$ cat src/rtl/div_pkg.sv
`default_nettype none
// ============================================================================
// Module      : div_pkg
// Description : Shared definitions for the iterative divider. Contains the
//               control state encoding, the signed/unsigned mode constants
//               and a width-generic two's-complement absolute value helper.
// Revision    : 1.0 - initial release
// ============================================================================
package div_pkg;

    typedef enum logic [1:0] {
        IDLE = 2'd0,
        ZERO = 2'd1,
        BUSY = 2'd2,
        DONE = 2'd3
    } div_state_t;

    localparam logic DIV_SIGNED   = 1'b1;
    localparam logic DIV_UNSIGNED = 1'b0;

    // Magnitude of a w-bit two's-complement value held zero-extended in v.
    // The result is valid in the low w bits; the most negative value maps
    // to 2**(w-1), which is the correct unsigned magnitude.
    function automatic logic [63:0] abs_w(input logic [63:0] v, input int unsigned w);
        logic [63:0] r;
        r = v;
        if (v[w-1]) begin
            r = ~v + 64'd1;
        end
        return r;
    endfunction

endpackage
`default_nettype wire

$ cat src/rtl/div_clz.sv
`default_nettype none
// ============================================================================
// Module      : div_clz
// Description : Combinational leading-zero counter built as a binary tree.
//               The input is padded on the LSB side with ones up to a power
//               of two so padding never adds to the count; an all-zero input
//               returns WIDTH.
// Ports       : data_i  [WIDTH]  value to examine
//               clz_o   [CNT_W]  number of leading zeros (0..WIDTH)
// Revision    : 1.0 - initial release
// ============================================================================
module div_clz #(
    parameter int WIDTH = 32,
    parameter int CNT_W = $clog2(WIDTH + 1)
) (
    input  logic [WIDTH-1:0] data_i,
    output logic [CNT_W-1:0] clz_o
);

    localparam int c_LVLS = $clog2(WIDTH);
    localparam int c_P    = 1 << c_LVLS;
    localparam int c_CW   = c_LVLS + 1;

    logic [c_P-1:0] w_pad;

    generate
        if (c_P == WIDTH) begin : g_no_pad
            assign w_pad = data_i;
        end else begin : g_pad
            assign w_pad = {data_i, {(c_P - WIDTH){1'b1}}};
        end
    endgenerate

    // Node i of a level covers a contiguous run of bits, node 0 being the
    // most significant. Each node holds its leading-zero count; a node is
    // all-zero when its count equals its size. Levels are folded in place:
    // parent i only reads children 2i and 2i+1, which are never overwritten
    // before being read.
    logic [c_CW-1:0] w_cnt [c_P];

    always_comb begin
        for (int i = 0; i < c_P; i++) begin
            w_cnt[i] = c_CW'(~w_pad[c_P-1-i]);
        end
        for (int l = 0; l < c_LVLS; l++) begin
            for (int i = 0; i < (c_P >> (l + 1)); i++) begin
                if (w_cnt[2*i] == c_CW'(1 << l)) begin
                    w_cnt[i] = c_CW'(1 << l) + w_cnt[2*i+1];
                end else begin
                    w_cnt[i] = w_cnt[2*i];
                end
            end
        end
    end

    assign clz_o = CNT_W'(w_cnt[0]);

endmodule
`default_nettype wire

$ cat src/rtl/div_iter.sv
`default_nettype none
// ============================================================================
// Module      : div_iter
// Description : Iterative radix-2 restoring divider for the EX stage.
//               One shift/subtract step per clock; signed operands are
//               divided as magnitudes and fixed up on the final step.
//               Optional early-out (macro DIV_ITER_EARLY_OUT_EN) skips the
//               leading zeros of the dividend magnitude.
// Ports       : clk, rst        clock, synchronous active-high reset
//               signed_div_i    1 = signed, 0 = unsigned
//               opdata1_i       dividend   [WIDTH]
//               opdata2_i       divisor    [WIDTH]
//               start_i         request, held until ready_o
//               annul_i         cancel in-flight operation
//               result_o        {remainder, quotient} [2*WIDTH]
//               ready_o         result valid
//               busy_o          operation in progress
//               div_zero_o      last completed operation had divisor 0
// Revision    : 1.0 - initial release
// ============================================================================
module div_iter
    import div_pkg::*;
#(
    parameter int WIDTH = 32
) (
    input  logic                 clk,
    input  logic                 rst,
    input  logic                 signed_div_i,
    input  logic [WIDTH-1:0]     opdata1_i,
    input  logic [WIDTH-1:0]     opdata2_i,
    input  logic                 start_i,
    input  logic                 annul_i,
    output logic [2*WIDTH-1:0]   result_o,
    output logic                 ready_o,
    output logic                 busy_o,
    output logic                 div_zero_o
);

    localparam int CNT_W = $clog2(WIDTH + 1);
    localparam logic [CNT_W-1:0] c_CNT_FULL = CNT_W'(WIDTH);
    localparam logic [CNT_W-1:0] c_CNT_ONE  = CNT_W'(1);

    div_state_t         r_state;
    logic [CNT_W-1:0]   r_cnt;
    logic [WIDTH-1:0]   r_rem;
    logic [WIDTH-1:0]   r_dvd;
    logic [WIDTH-1:0]   r_dvs;
    logic               r_signed;
    logic               r_sign_a;
    logic               r_sign_b;
    logic [2*WIDTH-1:0] r_result;
    logic               r_ready;
    logic               r_busy;
    logic               r_div_zero;

    // ------------------------------------------------------------------
    // Operand preparation at the capture edge
    // ------------------------------------------------------------------
    logic               w_signed_req;
    logic [WIDTH-1:0]   w_mag_a;
    logic [WIDTH-1:0]   w_mag_b;
    logic [WIDTH-1:0]   w_dvd_load;
    logic [CNT_W-1:0]   w_cnt_load;

    assign w_signed_req = (signed_div_i == DIV_SIGNED);
    assign w_mag_a = w_signed_req ? WIDTH'(abs_w(64'(opdata1_i), WIDTH)) : opdata1_i;
    assign w_mag_b = w_signed_req ? WIDTH'(abs_w(64'(opdata2_i), WIDTH)) : opdata2_i;

`ifdef DIV_ITER_EARLY_OUT_EN
    logic [CNT_W-1:0] w_lz;

    div_clz #(
        .WIDTH (WIDTH),
        .CNT_W (CNT_W)
    ) u_clz (
        .data_i (w_mag_a),
        .clz_o  (w_lz)
    );

    // Leading zeros of the dividend would only shift zero quotient bits in,
    // so they are skipped. A zero dividend still runs one step.
    assign w_dvd_load = w_mag_a << w_lz;
    assign w_cnt_load = (w_lz == c_CNT_FULL) ? c_CNT_ONE : (c_CNT_FULL - w_lz);
`else
    assign w_dvd_load = w_mag_a;
    assign w_cnt_load = c_CNT_FULL;
`endif

    // ------------------------------------------------------------------
    // One restoring step: shift {rem, dvd} left, trial-subtract divisor.
    // Quotient bits enter the dividend register from the LSB side.
    // ------------------------------------------------------------------
    logic [WIDTH:0]     w_rem_sh;
    logic [WIDTH:0]     w_diff;
    logic               w_borrow;
    logic [WIDTH-1:0]   w_rem_nxt;
    logic [WIDTH-1:0]   w_quo_nxt;
    logic [WIDTH-1:0]   w_rem_fix;
    logic [WIDTH-1:0]   w_quo_fix;
    logic               w_unused_diff_msb;

    assign w_rem_sh  = {r_rem, r_dvd[WIDTH-1]};
    assign {w_borrow, w_diff} = {1'b0, w_rem_sh} - {2'b00, r_dvs};
    // On a successful subtract the difference is below the divisor, so its
    // top bit is always zero.
    assign w_unused_diff_msb = w_diff[WIDTH];
    assign w_rem_nxt = w_borrow ? w_rem_sh[WIDTH-1:0] : w_diff[WIDTH-1:0];
    assign w_quo_nxt = {r_dvd[WIDTH-2:0], ~w_borrow};

    // Quotient sign is the XOR of operand signs; remainder follows the
    // dividend. MIN / -1 wraps back to MIN naturally.
    assign w_quo_fix = (r_signed && (r_sign_a ^ r_sign_b)) ? -w_quo_nxt : w_quo_nxt;
    assign w_rem_fix = (r_signed && r_sign_a) ? -w_rem_nxt : w_rem_nxt;

    // ------------------------------------------------------------------
    // Control
    // ------------------------------------------------------------------
    always_ff @(posedge clk) begin
        if (rst) begin
            r_state    <= IDLE;
            r_cnt      <= '0;
            r_rem      <= '0;
            r_dvd      <= '0;
            r_dvs      <= '0;
            r_signed   <= 1'b0;
            r_sign_a   <= 1'b0;
            r_sign_b   <= 1'b0;
            r_result   <= '0;
            r_ready    <= 1'b0;
            r_busy     <= 1'b0;
            r_div_zero <= 1'b0;
        end else begin
            case (r_state)
                IDLE: begin
                    if (start_i && !annul_i) begin
                        r_busy <= 1'b1;
                        if (opdata2_i == '0) begin
                            r_state <= ZERO;
                        end else begin
                            r_state  <= BUSY;
                            r_signed <= w_signed_req;
                            r_sign_a <= opdata1_i[WIDTH-1];
                            r_sign_b <= opdata2_i[WIDTH-1];
                            r_rem    <= '0;
                            r_dvd    <= w_dvd_load;
                            r_dvs    <= w_mag_b;
                            r_cnt    <= w_cnt_load;
                        end
                    end
                end
                ZERO: begin
                    r_busy <= 1'b0;
                    if (annul_i) begin
                        r_state <= IDLE;
                    end else begin
                        r_state    <= DONE;
                        r_result   <= '0;
                        r_ready    <= 1'b1;
                        r_div_zero <= 1'b1;
                    end
                end
                BUSY: begin
                    if (annul_i) begin
                        r_state <= IDLE;
                        r_busy  <= 1'b0;
                    end else begin
                        r_rem <= w_rem_nxt;
                        r_dvd <= w_quo_nxt;
                        r_cnt <= r_cnt - c_CNT_ONE;
                        if (r_cnt == c_CNT_ONE) begin
                            r_state    <= DONE;
                            r_result   <= {w_rem_fix, w_quo_fix};
                            r_ready    <= 1'b1;
                            r_busy     <= 1'b0;
                            r_div_zero <= 1'b0;
                        end
                    end
                end
                DONE: begin
                    // A low cycle on start_i is required before a restart.
                    if (!start_i || annul_i) begin
                        r_state <= IDLE;
                        r_ready <= 1'b0;
                    end
                end
                default: begin
                    r_state <= IDLE;
                    r_ready <= 1'b0;
                    r_busy  <= 1'b0;
                end
            endcase
        end
    end

    assign result_o   = r_result;
    assign ready_o    = r_ready;
    assign busy_o     = r_busy;
    assign div_zero_o = r_div_zero;

endmodule
`default_nettype wire

$ cat config.mk
export PLATFORM = sky130hd
export DESIGN_NAME = div_iter
export DESIGN_NICKNAME = d
export VERILOG_FILES = /design/src/rtl/div_pkg.sv /design/src/rtl/div_clz.sv /design/src/rtl/div_iter.sv
export SDC_FILE = /design/constraint.sdc
export NUM_CORES = 1
export LEC_CHECK = 0
export ABC_CLOCK_PERIOD_IN_PS = 5600
export CAP_MARGIN = 20
export CORE_ASPECT_RATIO = 0.7
export CORE_MARGIN = 3
export CORE_UTILIZATION = 40
export CTS_BUF_LIST = sky130_fd_sc_hd__clkbuf_4 sky130_fd_sc_hd__clkbuf_8
export DETAILED_ROUTE_END_ITERATION = 10
export SKIP_CTS_REPAIR_TIMING = 1
export SLEW_MARGIN = 5
export SYNTH_ARGS = -nofsm -noshare
export SYNTH_HDL_FRONTEND = slang
export SYNTH_SLANG_ARGS = --single-unit
$ cat constraint.sdc
create_clock -name clk -period 5.6 [get_ports clk]
set_clock_uncertainty 0.1 [all_clocks]
set_input_delay 0.56 -clock clk [delete_from_list [all_inputs] [get_ports clk]]
set_output_delay 0.56 -clock clk [all_outputs]
set_load 0.01 [all_outputs]
==> Word level (Yosys, flattened, before mapping) <==
Cells that the tools add are included.
Widths: inputs -> output; s select.
{ "word_totals": {"ff_bits": 174, "inputBits": 69, "out_inout_bits": 67, "word_cells": 93} }
{ "classes": {"addsub": 6, "eq_ne": 11, "muxes": 41, "n_bitwise": 5, "n_reduce_logical": 18} }
{ "op_table": {"columns": ["op", "count"], "rows": [
  ["$mux 32", 13],
  ["$mux 64", 3],
  ["$pmux 32 s2", 2],
  ["$pmux 64 s2", 1],
  ["$add 32x1->32 const B", 2],
  ["$neg 32->32", 2],
  ["$not 32->32", 2],
  ["$sub 33x32->34", 1],
  ["$logic_not 32->1", 1],
  ["$mux 6", 3],
  ["$mux 2", 6],
  ["$ne 2x2->1 const B", 6],
  ["$pmux 6 s2", 1],
  ["$reduce_and 3->1", 3],
  ["$mux 1", 8],
  ["$pmux 2 s4", 1],
  ["$reduce_and 4->1", 2],
  ["$eq 6x1->1 const B", 1],
  ["$pmux 1 s3", 2],
  ["$reduce_bool 3->1", 2],
  ["$sub 6x1->6 const B", 1],
  ["$reduce_and 5->1", 1],
  ["$eq 2x2->1 const B", 2],
  ["$reduce_bool 2->1", 2],
  ["other kinds (9)", 13]
]} }

==> Depth between registers and ports, before layout <==
Gate-level depths: netlist of the first run.
{ "logic_depth": {"ltp_word": 7, "depth_mapped": 25, "depth_no_buf": 20} }

==> Worst setup path after synthesis of the first run <==
OpenSTA, ideal clock, no wires.
{ "synth_timing": {"path_type": "flip-flop to flip-flop", "start": "reg r_dvs[30]", "end": "reg r_result[58], in the netlist result_o[58]", "setup_time_ns": 0.062, "arrival_time_ns": 4.362, "t_required_ns": 5.438, "slack_ns": 1.076, "stages_incl_launch_ff": 24, "path_buffers": 4, "synth_period_minus_slack_ns": 4.524, "cell_sequence": "dfxtp_1 -> inv_1 -> ha_1 -> a21o_1 -> a211oi_1 -> o211ai_1 -> nor4b_4 -> a21oi_4 -> inv_4 -> buf_6 -> buf_6 -> buf_6 -> clkbuf_1 -> o21ai_0 -> inv_1 -> ha_1 -> o21ai_0 -> nor4b_1 -> mux2i_1 -> a21oi_1 -> nor3b_1 -> a31oi_1 -> or4_1 -> nand3_1"} }
{ "synth_via": {"elab_chain_cells": 7} }
{ "synth_lines": {"columns": ["item", "line", "rtl"], "rows": [
  ["from (decl)", "div_iter.sv:47", "logic [WIDTH-1:0] r_dvs;"],
  ["from (signal assigned)", "div_iter.sv:146", "r_dvs <= w_mag_b;"],
  ["$sub 33x32->34 *", "div_iter.sv:103", "assign {w_borrow, w_diff} = {1'b0, w_rem_sh} - {2'b00, r_dvs};"],
  ["$mux 32 *", "div_iter.sv:107", "assign w_rem_nxt = w_borrow ? w_rem_sh[WIDTH-1:0] : w_diff[WIDTH-1:0];"],
  ["$neg 32->32", "div_iter.sv:113", "assign w_rem_fix = (r_signed && r_sign_a) ? -w_rem_nxt : w_rem_nxt;"],
  ["$mux 32 *", "div_iter.sv:113", null],
  ["$mux 64 *", "div_iter.sv:170", "if (r_cnt == c_CNT_ONE) begin"],
  ["$mux 64 *", "div_iter.sv:163", "if (annul_i) begin"],
  ["$pmux 64 s2 *", "div_iter.sv:133", "case (r_state)"],
  ["to (signal assigned)", "div_iter.sv:172", "r_result <= {w_rem_fix, w_quo_fix};"],
  ["to (decl)", "div_iter.sv:51", "logic [2*WIDTH-1:0] r_result;"]
]} }
Every way passes the cells marked *; elsewhere a longest branch is shown, timed or not. The select of a mux whose other input is x is not followed.
A chain may end at the register's enable or synchronous reset.

==> Worst setup path in the final report of the first run <==
Ends and elaborated chain as after synthesis.

==> results.md, run 1 <==
- Async SR Flop Fraction: 0%
- Largest family of logic cells by synthesized area: simple AND/OR/NAND/NOR gates
- CTS tree: done
- Max IR drop VDD: 0.273 mV
- HP Class: flop to flop
- Die area: 32300 um2
- Vias: 11925
- Simple-Gate Fraction of Synth Area: 24.8%
- Die height: 151 um
- Final Max Tran Viols: 0
- WHS Path Cells: 2
- Post-synthesis register bit count: 174
- Final setup fails: 0
- Clk root buf: clkbuf_8
- Total iterations of the first detailed-routing run: 7
- Syn Std Cell Area: 12100 um2
- Pwr/cell area: 351 nW/um2
- Status: finished clean
- # diodes: 0
- Initial Util: 41.2%
- Post-synth EDFFs: 0
- Routed WL: 38.7 mm
- Crit. End Element: flop
- Mapped Avg Cell Area: 7.42 um2
- CP Max Fanout: 14
- Num Clock Sinks: 174
- Initial drt markers: 1191
- Fraction of layout cells with a size suffix above 1: 5.72%
- Top-count cell post-synth: nand2_1
- Clock Path Buffers: 2
- Setup TNS: 0 ns
- Final GP Congestion: 0.934
- Die X: 213 um
- Synth Area in Compound Gates: 24.5%
- Count of final hold-check violations: 0
- Ys flop type: dfxtp_1
- Top area cells in the synthesized netlist: dfxtp_1, nand2_1, xnor2_1
- Slew HR: 31.2%
- Setup slack after layout: 0.953 ns
- Buffers on Ports: 135
- Period utilisation layout: 83.0%
- Net Count, Synth: 1736
- Largest area contributor in the netlist: dfxtp_1
- RSZ-0062 raised after global routing: no
- Global-route usage over all layers: 23.5%
- Clock Pin Slew Worst Setup and Hold Paths: 0.10 ns
- Nature of the critical path startpoint: flop
- Synth warnings: 0
- Critical Path AT: 5.01 ns
- Post-synth top area share: 28.9%
- Initial antenna violation count: 1
- Period minus WS final: 4.65 ns
- Synth Area in Adders: 4.63%
- Seq/Total Area, Yosys: 28.9%
- Vias per Instance: 5.70
- FILL cells: 2980
- Worst-case reg-to-reg path depth: 19
- Htree depth: 4
- DP Wirelength: 29.5 mm
- Site Rows: 52
- XOR/XNOR Fraction of Synth Area: 10.0%
- Worst path required time: 5.96 ns
- Remaining Overflow, GRT: 0
- Clk_lat worst skew: 0.51 ns
- Maximum operating frequency: 0.215 GHz
- Area growth syn-to-layout: 15.9%
- Post-Synthesis Cells: 1623
- Core Footprint: 29300 um2
- Post-DR wirelength/cell: 18.5 um
- Pre-CTS setup slack: 1.02 ns
- Drt drc: 0
- Max Cap Viol: 0
- Hold WS: 0.354 ns
- Synth cell count leaders: nand2_1, nor2_1, dfxtp_1, a21oi_1, o21ai_0
- Largest net degree at the start of global routing: 98
- Post-route antenna net violation count: 0
- Vias in the first global route: 10524
- Slew @ Worst Pin: 1.03 ns
- Flop2flop setup slack: 0.95 ns
- Crit Path Category: flop to flop
- Final #Nets: 1813
- Yosys cell types: 93
- Leakage Power: 0.00503 uW
- TritonCTS Buffers: 17
- First-pass GRT wire length: 59.3 mm
- Top-level port count: 136
- Post-synthesis mux area share: 1.33%
layout make-up:
type	instances	area, um2	area share (%)
Timing Repair Buffer	153	1500	10.7
Clock inverter	13	155	1.11
Clock buffer	19	255	1.83
Sequential cell	174	3480	25.0
Multi-Input combinational cell	1296	7870	56.4
Inverter	58	220	1.58
Tap cell	378	473	3.39
worst max-delay path: stages (launching register included):
cell and delay (ns):
dfxtp_1 0.34, inv_1 0.04, ha_1 0.34, a21o_1 0.20, a211oi_1 0.27, o211ai_1 0.27
nor4b_4 0.38, a21oi_4 0.10, inv_4 0.18, nor2_1 0.06, a21oi_1 0.25, ha_1 0.30
o21ai_0 0.15, nor4b_1 0.26, mux2i_1 0.13, a21oi_1 0.18, nor3b_1 0.22, a31oi_1 0.17
or4_1 0.54, nand3_1 0.10
layer usage:
metal  GRT usage (%)  share of wire [%]  vias to the layer above
li1                -                  -                     5880
met1            36.6                 52                     5648
met2            33.2                 40                      366
met3            4.47                6.4                       31
met4            5.02                1.3                        0
met5               0                  0                        -
flip-flops by register name, indices dropped and copies added (netlist names), 2 cells and up:
register,flops
result_o,64
r_dvd,32
r_dvs,32
r_rem,32
r_cnt,6
r_state,2
final timing paths:
| path | to | from |
|---|---|---|
| setup / recovery | result_o[58] | r_dvs[30] |
| hold / removal | result_o[54] | result_o[54] |
| setup reg to reg | result_o[58] | r_dvs[30] |
| hold reg to reg | result_o[54] | result_o[54] |
cells in the final DEF (no fill, tap or decap), types with 16 or more instances in the layout:
cell / netlist / final
nor3_1: 36 / 36
a31oi_1: 17 / 17
o21ai_0: 102 / 102
a211oi_1: 40 / 40
nand3_1: 28 / 27
nand2_1: 250 / 250
nor2_1: 182 / 180
a21oi_1: 141 / 141
mux2i_1: 16 / 16
xnor2_1: 81 / 81
o31ai_1: 18 / 18
clkbuf_8: 3 / 18
xor2_1: 57 / 57
inv_1: 56 / 56
a22oi_1: 53 / 53
ha_1: 43 / 42
buf_4: 13 / 17
dfxtp_1: 174 / 174
nor4_1: 16 / 16
clkdlybuf4s50_1: 0 / 134
per-stage QoR:
step / area [um2] / utilization, % / cells / total power (uW)
final: 14000 / 47.7 / 2091 / 4900
after global placement: 13500 / 46.2 / 2058 / 3900
after CTS: 13900 / 47.6 / 2090 / 4870
after floorplan: 12100 / - / 1623 / 3250
after global routing: 14000 / 47.7 / 2091 / 5220
after detailed placement: 13500 / 46.2 / 2058 / 3920
cells by family (layout without fill, tap and decap cells):
group           count (synthesis)  in the layout
simple gates                  636            636
flops                         174            174
mux                            16             16
fa+ha+maj                      44             44
compound gates                462            462
buf+inv                       153            243
xor+xnor                      138            138
where the power goes:
group          switching, uW  total, uW  internal, uW
combinational           1650       2480           830
sequential               111       1470          1360
clock                    524        947           423
No activity file was read; power rests on OpenSTA's default activity.
==> inputs of run 2 (changes only) <==
Settings changed: ABC_CLOCK_PERIOD_IN_PS 5600 to 4100.
Clock period 5.6 ns to 4.1 ns, I/O delays scaled along.
==> results.md, run 2 (synthesis results as in run 1) <==
- Crit. End Element: flop
- Final #Nets: 1933 (+6.6%)
- Maximum operating frequency: 0.250 GHz (+16%)
- Period utilisation layout: 97.6% (+15 points)
- Remaining Overflow, GRT: 0 (unchanged)
- Global-route usage over all layers: 25.2% (+1.7 points)
- FILL cells: 2832 (-5.0%)
- Worst R2R Start: r_rem[29]
- DP Wirelength: 31.3 mm (+6.1%)
- Largest register FFs: 64 (unchanged)
- Initial antenna violation count: 1 (unchanged)
- Post-Place Cells: 2175 (+5.7%)
- Final Max Tran Viols: 0 (unchanged)
- Worst hold start: rst
- Htree depth: 4 (unchanged)
- Post-DR wirelength/cell: 18.2 um (-1.3%)
- Most frequent cells in the layout: nand2_1, nor2_1, dfxtp_1
- Post-route antenna net violation count: 0 (unchanged)
- Hold WS: 0.330 ns (-0.0239 ns)
- Drt drc: 0 (unchanged)
- Vias in the first global route: 11494 (+9.2%)
- HP Class: primary input to flop
- Final Instance Area: 15100 um2 (+8.5%)
- Slew HR: 35.5% (+4.3 points)
- Status: finished clean
- Die area: 32300 um2 (unchanged)
- CP Max Fanout: 7 (-7)
- Pwr/cell area: 473 nW/um2 (+35%)
- Fraction of layout cells with a size suffix above 1: 14.3% (+8.6 points)
- Core Footprint: 29300 um2 (unchanged)
- Count of final hold-check violations: 0 (unchanged)
- CP Launch Point: r_rem[29]
- TritonCTS Buffers: 17 (unchanged)
- Cell-by-cell trace of the critical path: ha_4 > a21o_1 > a211oi_2 > o211ai_1 > buf_4 > nor4b_4 > a21oi_4 > inv_4 > nor2_2 > a21oi_4 > ha_4 > o21ai_2 > nor4b_2 > mux2i_1 > a21oi_2 > nor3b_4 > a31oi_4 > or4_1 > nand3_1
- Site Rows: 52 (unchanged)
- Vias: 12326 (+3.4%)
- RSZ-0062 raised after global routing: yes
- RR Endpoint: result_o[58]
- Flop2flop setup slack: 0.1 ns (-0.85 ns)
- Critical Path AT: 4.35 ns (-0.66 ns)
- Post-route insts no fill: 2211 (+5.7%)
- Leakage Power: 0.00565 uW (+12%)
- Most common cell after layout, fill and taps aside: nand2_1
- Total iterations of the first detailed-routing run: 5 (-2)
- Max Cap Viol: 0 (unchanged)
- First-pass GRT wire length: 64.0 mm (+7.9%)
- Initial drt markers: 1149 (-3.5%)
- Top-level port count: 136 (unchanged)
- Clock Path Buffers: 2 (unchanged)
- Final GP Congestion: 0.933 (-0.14%)
- Final setup fails: 0 (unchanged)
- Slowest stage delay, CP: 0.41 ns (-0.13 ns)
- Crit path max-delay family: simple AND/OR/NAND/NOR gates
- Largest net degree at the start of global routing: 99 (+1.0%)
- Worst path buffer plus inverter count: 2 (unchanged)
- Worst path required time: 4.45 ns (-1.51 ns)
- Vias per Instance: 5.57 (-2.2%)
- Worst path slowest cell: or4_1
- Clk root buf: clkbuf_8
- Buffers on Ports: 135 (unchanged)
- Die X: 213 um (unchanged)
- Nature of the critical path startpoint: flop
- Clock Pin Slew Worst Setup and Hold Paths: 0.10 ns (about the same)
- Clk_lat worst skew: 0.50 ns (about the same)
- Slew @ Worst Pin: 0.967 ns (-0.0640 ns)
- Post-DP Area: 14500 um2 (+7.2%)
- # diodes: 0 (unchanged)
- Die height: 151 um (unchanged)
- Num Clock Sinks: 174 (unchanged)
- Crit Path Category: flop to flop
- Area growth syn-to-layout: 25.7%
- WHS Path Cells: 2 (unchanged)
- Max IR drop VDD: 0.468 mV (+72%)
- Worst-case reg-to-reg path depth: 19 (unchanged)
- CTS tree: done
- Initial Util: 41.2% (unchanged)
- Routed WL: 40.3 mm (+4.4%)
- Period minus WS final: 4.00 ns (-0.646 ns)
- Worst Hold End: r_rem[18]
[run 2: cell types whose count changed in the layout (fill, tap and decap cells not counted), sizes merged]
cell and delta:
bufinv -1, inv -2, buf +120, clkinvlp +1, clkinv +2
[run 2: power by group]
part / switching, uW / internal [uW] / total, uW
Combinational: 2400 / 1540 / 3940
Clock: 695 / 513 / 1210
Sequential: 151 / 1860 / 2010
Total: 3250 / 3910 / 7160
[run 2: worst max-delay path by stage]
stage	endpoint	slack, ns	cells after the start
2_1_floorplan	result_o[58]	-0.03	25
3_3_place_gp	r_dvs[1]	-0.09	8
3_5_place_dp	r_dvs[1]	-0.03	8
4_1_cts	result_o[58]	0.005	18
5_1_grt	result_o[58]	-0.13	19
6_report	result_o[58]	0.1	19
[run 2: final cells by class]
class	count	area (um2)	share of cell area, %
Clock buffer	19	262	1.73
Timing Repair Buffer	273	2450	16.2
Clock inverter	13	115	0.760
Inverter	58	220	1.45
Sequential cell	174	3490	23.1
Tap cell	378	473	3.12
Multi-Input combinational cell	1296	8130	53.7
[run 2: worst register-to-register path, cell delays in order, from the launching register on]
cell and delay [ns]:
dfxtp_4 0.38, ha_4 0.26, a21o_1 0.20, a211oi_2 0.21
o211ai_1 0.17, buf_4 0.19, nor4b_4 0.38, a21oi_4 0.11
inv_4 0.12, nor2_2 0.06, a21oi_4 0.14, ha_4 0.16
o21ai_2 0.07, nor4b_2 0.26, mux2i_1 0.13, a21oi_2 0.16
nor3b_4 0.25, a31oi_4 0.12, or4_1 0.41, nand3_1 0.07
[run 2: stage by stage]
stage / utilization (%) / setup TNS (ns) / setup WS [ns] / power, uW
after floorplan: - / -0.0264 / -0.0264 / 4490
after global placement: 49.6 / -0.0901 / -0.0901 / 5790
after detailed placement: 49.6 / -0.0308 / -0.0308 / 5820
after CTS: 50.9 / 0 / 0.00461 / 7040
after global routing: 51.7 / -0.329 / -0.131 / 7650
final: 51.7 / 0 / 0.0984 / 7160
[run 2: per-layer routing]
| metal | vias to the layer above | routed length (um) | track usage (%) |
|---|---|---|---|
| met5 | - | 0 | 0 |
| met4 | 0 | 586 | 5.48 |
| met3 | 37 | 2190 | 4.64 |
| met2 | 337 | 16600 | 36.3 |
| met1 | 5844 | 21000 | 38.7 |
| li1 | 6108 | - | - |
==> inputs of run 3 (changes only) <==
Settings changed: CTS_CLUSTER_DIAMETER set to 40.
==> results of run 3 <==
No change in the layout: final DEF, timing and power equal those of run 2.
